**config.mk**
```make
export PLATFORM = sky130hd
export DESIGN_NAME = execute_lsu
export DESIGN_NICKNAME = d
export VERILOG_FILES = /design/src/rtl/execute_lsu.sv
export SDC_FILE = /design/constraint.sdc
export NUM_CORES = 1
export LEC_CHECK = 0
export CORE_ASPECT_RATIO = 0.8
export CORE_MARGIN = 3
export CORE_UTILIZATION = 46
export CTS_CLUSTER_DIAMETER = 120
export CTS_CLUSTER_SIZE = 40
export DETAILED_ROUTE_END_ITERATION = 8
export PLACE_DENSITY = 0.95
export REMOVE_ABC_BUFFERS = 1
export SLEW_MARGIN = 5
export SYNTH_ARGS = -nofsm -noshare
export SYNTH_HDL_FRONTEND = slang
export SYNTH_SLANG_ARGS = --single-unit
```
**constraint.sdc**
```tcl
create_clock -name clock -period 5 [get_ports clock]
set_input_delay 1 -clock clock [delete_from_list [all_inputs] [get_ports clock]]
set_output_delay 1 -clock clock [all_outputs]
set_load 0.02 [all_outputs]
```
**src/rtl/execute_lsu.sv**
```systemverilog
// execute_lsu: single-access AXI4-Lite load/store unit beside the execute controller.
// Loads are aligned and extended into rdata_o; stores are shifted onto byte lanes with strobes.
module execute_lsu #(
   parameter int ADDR_WIDTH = 32,
   parameter int DATA_WIDTH = 32
) (
   input  logic                  clock,
   input  logic                  reset,
   input  logic                  access_begin_i,
   input  logic [3:0]            lsu_op_i,
   input  logic [ADDR_WIDTH-1:0] addr_i,
   input  logic [DATA_WIDTH-1:0] wdata_i,
   output logic                  access_done_o,
   output logic [DATA_WIDTH-1:0] rdata_o,
   output logic                  fault_o,
   output logic [ADDR_WIDTH-1:0] araddr_o,
   output logic                  arvalid_o,
   input  logic                  arready_i,
   input  logic [DATA_WIDTH-1:0] rdata_i,
   input  logic [1:0]            rresp_i,
   input  logic                  rvalid_i,
   output logic                  rready_o,
   output logic [ADDR_WIDTH-1:0] awaddr_o,
   output logic                  awvalid_o,
   input  logic                  awready_i,
   output logic [DATA_WIDTH-1:0] wdata_o,
   output logic [3:0]            wstrb_o,
   output logic                  wvalid_o,
   input  logic                  wready_i,
   input  logic [1:0]            bresp_i,
   input  logic                  bvalid_i,
   output logic                  bready_o
);
   typedef enum logic [2:0] {IDLE, RD_ADDR, RD_DATA, WR_REQ, WR_RESP, DONE} state_t;
   state_t r_state, w_next;
   logic [3:0]            r_op;
   logic [ADDR_WIDTH-1:0] r_addr;
   logic [DATA_WIDTH-1:0] r_wdata, r_rdata;
   logic [3:0]            r_wstrb;
   logic                  r_fault, r_aw_acc, r_w_acc;
   logic                  w_illegal, w_misaligned, w_bad, w_aw_acc, w_w_acc;
   logic [DATA_WIDTH-1:0] w_shifted, w_load;
   // Legal codes are 0,1,2,4,5,8,9,10: size field 3, or bit 2 combined with bit 1 or bit 3, is illegal.
   assign w_illegal    = (lsu_op_i[1:0] == 2'd3) | (lsu_op_i[2] & lsu_op_i[1]) | (lsu_op_i[3] & lsu_op_i[2]);
   assign w_misaligned = (lsu_op_i[1:0] == 2'd1) ? addr_i[0] : (lsu_op_i[1:0] == 2'd2) ? |addr_i[1:0] : 1'b0;
   assign w_bad        = w_illegal | w_misaligned;
   assign w_aw_acc     = r_aw_acc | awready_i;
   assign w_w_acc      = r_w_acc | wready_i;
   assign w_shifted    = rdata_i >> {r_addr[1:0], 3'b000};
   assign w_load       = (r_op[1:0] == 2'd0) ? {{24{~r_op[2] & w_shifted[7]}}, w_shifted[7:0]} :
                         (r_op[1:0] == 2'd1) ? {{16{~r_op[2] & w_shifted[15]}}, w_shifted[15:0]} : w_shifted;
   always_comb begin
      w_next = r_state;
      case (r_state)
         IDLE:    if (access_begin_i) w_next = w_bad ? DONE : (lsu_op_i[3] ? WR_REQ : RD_ADDR);
         RD_ADDR: if (arready_i) w_next = RD_DATA;
         RD_DATA: if (rvalid_i) w_next = DONE;
         WR_REQ:  if (w_aw_acc && w_w_acc) w_next = WR_RESP;
         WR_RESP: if (bvalid_i) w_next = DONE;
         default: w_next = IDLE;
      endcase
   end
   always_ff @(posedge clock or negedge reset) begin
      if (!reset) begin
         r_state  <= IDLE;
         r_op     <= '0;
         r_addr   <= '0;
         r_wdata  <= '0;
         r_wstrb  <= '0;
         r_rdata  <= '0;
         r_fault  <= 1'b0;
         r_aw_acc <= 1'b0;
         r_w_acc  <= 1'b0;
      end else begin
         r_state <= w_next;
         if (r_state == IDLE && access_begin_i) begin
            r_op     <= lsu_op_i;
            r_addr   <= addr_i;
            r_wdata  <= wdata_i << {addr_i[1:0], 3'b000};
            r_wstrb  <= (lsu_op_i[1:0] == 2'd0) ? 4'b0001 << addr_i[1:0] :
                        (lsu_op_i[1:0] == 2'd1) ? 4'b0011 << addr_i[1:0] : 4'b1111;
            r_fault  <= w_bad;
            r_aw_acc <= 1'b0;
            r_w_acc  <= 1'b0;
         end
         if (r_state == RD_DATA && rvalid_i) begin
            r_rdata <= w_load;
            r_fault <= |rresp_i;
         end
         if (r_state == WR_REQ) begin
            r_aw_acc <= w_aw_acc;
            r_w_acc  <= w_w_acc;
         end
         if (r_state == WR_RESP && bvalid_i) r_fault <= |bresp_i;
      end
   end
   assign access_done_o = r_state == DONE;
   assign rdata_o       = r_rdata;
   assign fault_o       = r_fault;
   assign araddr_o      = {r_addr[ADDR_WIDTH-1:2], 2'b00};
   assign awaddr_o      = {r_addr[ADDR_WIDTH-1:2], 2'b00};
   assign arvalid_o     = r_state == RD_ADDR;
   assign rready_o      = r_state == RD_DATA;
   assign awvalid_o     = r_state == WR_REQ && !r_aw_acc;
   assign wvalid_o      = r_state == WR_REQ && !r_w_acc;
   assign bready_o      = r_state == WR_RESP;
   assign wdata_o       = r_wdata;
   assign wstrb_o       = r_wstrb;
endmodule

```
# Word level (Yosys, flattened, before mapping)
# Index checks and enable logic that the tools add are counted.
dict set report totals {
  inputBits 112
  register_bits 109
  output_inout_bits 139
  mem_count 0
  latchBits 0
  word_cells 74
  romBits 0
  mem_bits_rw 0
}
dict set report op_classes {
  mul 0
  n_bitwise 10
  n_reduce_logical 17
  n_mux 20
  n_addsub 0
  div_mod_pow 0
  n_eq_ne 14
  magnitude_cmp 0
  n_shift 4
}
# op count
set op_table {}
lappend op_table {{two-way mux 32 bit} 2}
lappend op_table {{left shift 32 x 5 -> 32 bit} 1}
lappend op_table {{right shift 32 x 5 -> 32 bit} 1}
lappend op_table {{two-way mux 3 bit} 6}
lappend op_table {{case mux 3 bit (5 select lines)} 1}
lappend op_table {{two-way mux 1 bit} 8}
lappend op_table {{two-way mux 4 bit} 2}
lappend op_table {{inequality test 2 bit, second input constant} 4}
lappend op_table {{== test 3 x 2 -> 1 bit, second input constant} 2}
lappend op_table {{== test 3 bit, second input constant} 2}
lappend op_table {{logical AND 1 bit} 6}
lappend op_table {{OR reduction 2 bit} 3}
lappend op_table {{OR 1 bit} 5}
lappend op_table {{AND reduction 5 bit} 1}
lappend op_table {{bitwise AND 1 bit} 4}
lappend op_table {{== test 2 x 1 -> 1 bit, second input constant} 2}
lappend op_table {{== test 2 bit, second input constant} 2}
lappend op_table {{logical NOT 2 bit} 2}
lappend op_table {{left shift 1 x 2 -> 4 bit, first input constant} 1}
lappend op_table {{left shift 2 x 2 -> 4 bit, first input constant} 1}
lappend op_table {{== test 3 x 1 -> 1 bit, second input constant} 1}
lappend op_table {{logical NOT 3 bit} 1}
lappend op_table {{nonzero test 3 bit} 1}
lappend op_table {{logical NOT 1 bit} 2}
lappend op_table {{4 further kinds} 4}

# Logic depth before layout (Yosys ltp)
dict set report logic_depth {
  depth_word 7
  mapped_depth 9
  depth_no_buf 6
}

# Worst setup path after synthesis
# OpenSTA, ideal clock, no wires.
dict set report synth_path {
  path_type {input to register}
  from {input port addr_i[0]}
  to {register r_state[1]}
  t_required_ps 4922
  setup_slack_ps 2240
  setup_time_ps 78
  t_arrival_ps 2682
  cell_stages 9
  path_cell_list {buf_6 > buf_2 > buf_1 > inv_1 > ha_1 > nand2b_1 > a221o_1 > or4b_1 > a21oi_1}
}
dict set report synth_via {
  elab_chain_cells 7
}
# element line_no
set synth_lines {}
lappend synth_lines {{start: declaration} 11} ;# input logic [ADDR_WIDTH-1:0] addr_i,
lappend synth_lines {{OR reduction 2 bit} 45} ;# assign w_misaligned = (lsu_op_i[1:0] == 2'd1) ? addr_i[0] : (lsu_op_i[1:0] == 2'd2) ? |addr_i[1:0] : 1'b0;
lappend synth_lines {{two-way mux 1 bit} 45}
lappend synth_lines {{two-way mux 1 bit *} 45}
lappend synth_lines {{OR 1 bit *} 46} ;# assign w_bad = w_illegal | w_misaligned;
lappend synth_lines {{two-way mux 3 bit * (2 in a row)} 55} ;# IDLE: if (access_begin_i) w_next = w_bad ? DONE : (lsu_op_i[3] ? WR_REQ : RD_ADDR);
lappend synth_lines {{case mux 3 bit (5 select lines) *} 54} ;# case (r_state)
lappend synth_lines {{end signal: assignment} 75} ;# r_state <= w_next;
lappend synth_lines {{end: declaration} 35} ;# state_t r_state, w_next;
# Every way passes the cells marked *; elsewhere a longest branch is shown, timed or not. The select of a mux whose other input is x is not followed.
# A chain may end at the register's enable or synchronous reset.

# Final worst setup path
dict set report layout_path {
  from {input port rvalid_i}
  to {register r_rdata[25] (netlist: rdata_o[25])}
}
dict set report layout_via {
  elab_chain_cells 1
}
# element line_no
set layout_lines {}
lappend layout_lines {{start: declaration} 21} ;# input logic rvalid_i,
lappend layout_lines {{logical AND 1 bit} 86} ;# if (r_state == RD_DATA && rvalid_i) begin
lappend layout_lines {{end signal: assignment} 87} ;# r_rdata <= w_load;
lappend layout_lines {{end: declaration} 38} ;# logic [DATA_WIDTH-1:0] r_wdata, r_rdata;
# No other way between the ends.

==> out/metrics.cfg <==
[run_status]
outcome = complete, no violations

[die]
fp-row-count = 36
die-area_mm2 = 0.01417
start_util = 0.4758
num_io_pins = 251
die_width_um = 132.3
core_mm2 = 0.01234
die_y_um = 107.1

[setup_path]
worst_path_max_delay_cell = a21oi_1
required_ns = 5.18
r2r_start = r_addr[0]
cp_max_fo = 14
critical-path-top-delay-family = compound AO/OA/AOI/OAI gates
end_kind = flip-flop
critPathKind = in -> reg
critical-path-max-stage-delay_ns = 1.04
cp_data_arrival_time_ns = 3.33
cp-start-kind = input pin
path_buf_inv = 1
crit_chain = clkdlybuf4s50_1 -> nand4bb_1 -> a21oi_1 -> o22ai_1
cp-startpoint = rvalid_i

[logic_synthesis]
ys_types = 43
synthArstFlopShare = 1.000
synth_commonest_cells = nand2_1, dfrtp_1, buf_4, nor2_1, mux2i_1
ys_top_cells_by_area = dfrtp_1, nand2_1, buf_4
syn_avg_cell_area_um2 = 8.830
yosysTopAreaCell = dfrtp_1
ys_seq_area_frac = 0.4645
ys_warn_count = 0
synth.most_common_cell = nand2_1
synthesis.area_mm2 = 0.005872
ys.flop_type = dfrtp_1
ys_ff_latch = 109
synth_edf_count = 0
yosys.area.top_type_share = 0.4645
synthCells = 665

[sta]
final_max_slew_viol_count = 0
setup-tns-final_ns = 0
worst_slew_pin_slew_ns = 1.039
setup_viol = 0
hold_viol_final = 0
max_slew_margin = 0.3055
whs_ns = 0.4688
fmaxAchievable_mhz = 317.7
timing.final.crit_share = 0.6295
rsz0062_at_grt = no
period_needed_ns = 3.148
clock_skew_ns = 0.01273

[global_routing]
globalRouteOverflowTotal = 0
grt_pass1_wl_um = 26570
grt_pass1_vias = 5215
antenna_found_initial = 0
grt_max_degree = 98
grt_usage = 0.2332

[worst_hold_path]
min_from = wdata_o[3]
hold_class = reg -> reg

[final_layout]
area_growth_pct = 40.29
drive_gt1_frac = 0.04458
diodes = 0
n_fill_cell = 975
layout.area.seq_mm2 = 0.002728
multiInputGateArea_mm2 = 0.002467
nNetsFinal = 941

[power_and_ir_drop]
cellPowerDensity_mw_per_mm2 = 634.5
leakagePower_nw = 3.639
vdd_ir_drop_max_mv = 0.4204

[drt]
drc = 0
num_vias = 5232
dr.first_iter.drc_count = 343
antenna_left = 0
routed_via_density = 5.227
routed_wl_um = 16910
wl_per_cell_um = 16.89
dr.pass1.iters = 5

[clock_network]
cts_sinks = 109
cts_tree = done
hold_buffers = 0
ctsLongestPathBuffers = 2
htreeDepth = 3
clk_pin_slew_ns = 0.07
clk_latency_ns = 0.35
postCtsSetupBuffers = 0
cts_resized = 0
numCtsBuffers = 9
cts-root-buf = clkbuf_16

[placed_design]
place_congestion = 0.8631
port_buffers = 246
dp_hpwl_um = 12440

[flow_run]
cap_viol_max_count = 0

==> through the flow <==
stage               std cells  power (mW)  utilization  area [µm²]  worst slack (ns)
finish                   1001       5.227       0.6675        8238             1.852
global route             1001       5.536       0.6675        8238             1.693
CTS                      1001       5.261       0.6675        8238             1.910
detailed placement        985       4.515       0.6429        7935             1.556
global placement          985       4.441       0.6429        7935             1.631
floorplan                 561       3.045            -        5199             1.456
==> final timing paths <==
| check | to | slack [ns] | cells past startpoint |
|---|---|---|---|
| max reg2reg | rdata_o[25] | 2.26 | 5 |
| min | wdata_o[3] | 0.47 | 2 |
| max in group asynchronous | wdata_o[6] | 3.62 | 2 |
| max | rdata_o[25] | 1.85 | 4 |
| min in group asynchronous | rdata_o[3] | 0.74 | 2 |
| min reg2reg | wdata_o[3] | 0.47 | 2 |
==> kinds of logic after synthesis <==
kind of cell,share of synthesized area
other,0.0006386
AND/OR/NAND/NOR,0.1967
adder cells (fa/ha/maj),0.008524
flip-flops,0.4645
AO/OA/AOI/OAI,0.1368
multiplexers,0.07309
buffers and inverters,0.1198
==> state kept, by name, summed over array words and instances, names as in the netlist <==
signal	count
fault_o	1
r_aw_acc	1
wdata_o	32
r_state	3
r_w_acc	1
r_addr	32
wstrb_o	4
r_op	3
rdata_o	32
==> metal layers <==
metal	GRT usage	wire [µm]
met2	0.4136	8640
met4	0.06157	267
met5	0	0
met1	0.2823	6569
met3	0.06426	1429
==> placed cells by master (no fill, tap or decap), types with 2 or more instances in the layout <==
cell	instances
nand3_1	8
nor2_1	36
o21ai_0	34
o211ai_1	7
nand2_1	185
a22oi_1	10
o221ai_1	2
o22ai_1	5
inv_6	4
mux2i_1	35
and2_1	9
ha_1	4
clkdlybuf4s50_1	244
nor3_1	2
a211oi_1	10
mux2_2	7
clkbuf_16	9
dfrtp_1	109
buf_4	8
a21oi_1	28
nor3b_1	2
nand3b_1	2
conb_1	4
inv_1	5
nand2b_1	3
o31ai_1	17
and3_1	2
o2bb2ai_1	7
nor2b_1	13
==> worst register-to-register path: cells and delay by family (launching register included) <==
| kind | cells | cell delay [ns] |
|---|---|---|
| AOI/OAI and AO/OA | 2 | 1.06 |
| buffers and inverters | 1 | 0.39 |
| DFF | 1 | 0.69 |
| muxes | 2 | 0.43 |
==> where the power goes <==
part	switching, mW	leakage [nW]	internal [mW]
Combinational	1.53	2.15	1.31
Sequential	0.365	1.34	1.29
Clock	0.334	0.147	0.395
Total	2.23	3.64	3.00
==> layout make-up <==
cell class / count / area share
timing repair buffer: 253 / 0.3044
sequential: 109 / 0.3311
clock inverter: 7 / 0.009417
inverter: 5 / 0.002278
clock buffer: 9 / 0.02734
tap: 171 / 0.02597
multi-input combinational: 447 / 0.2995
No activity file was read; power rests on OpenSTA's default activity.
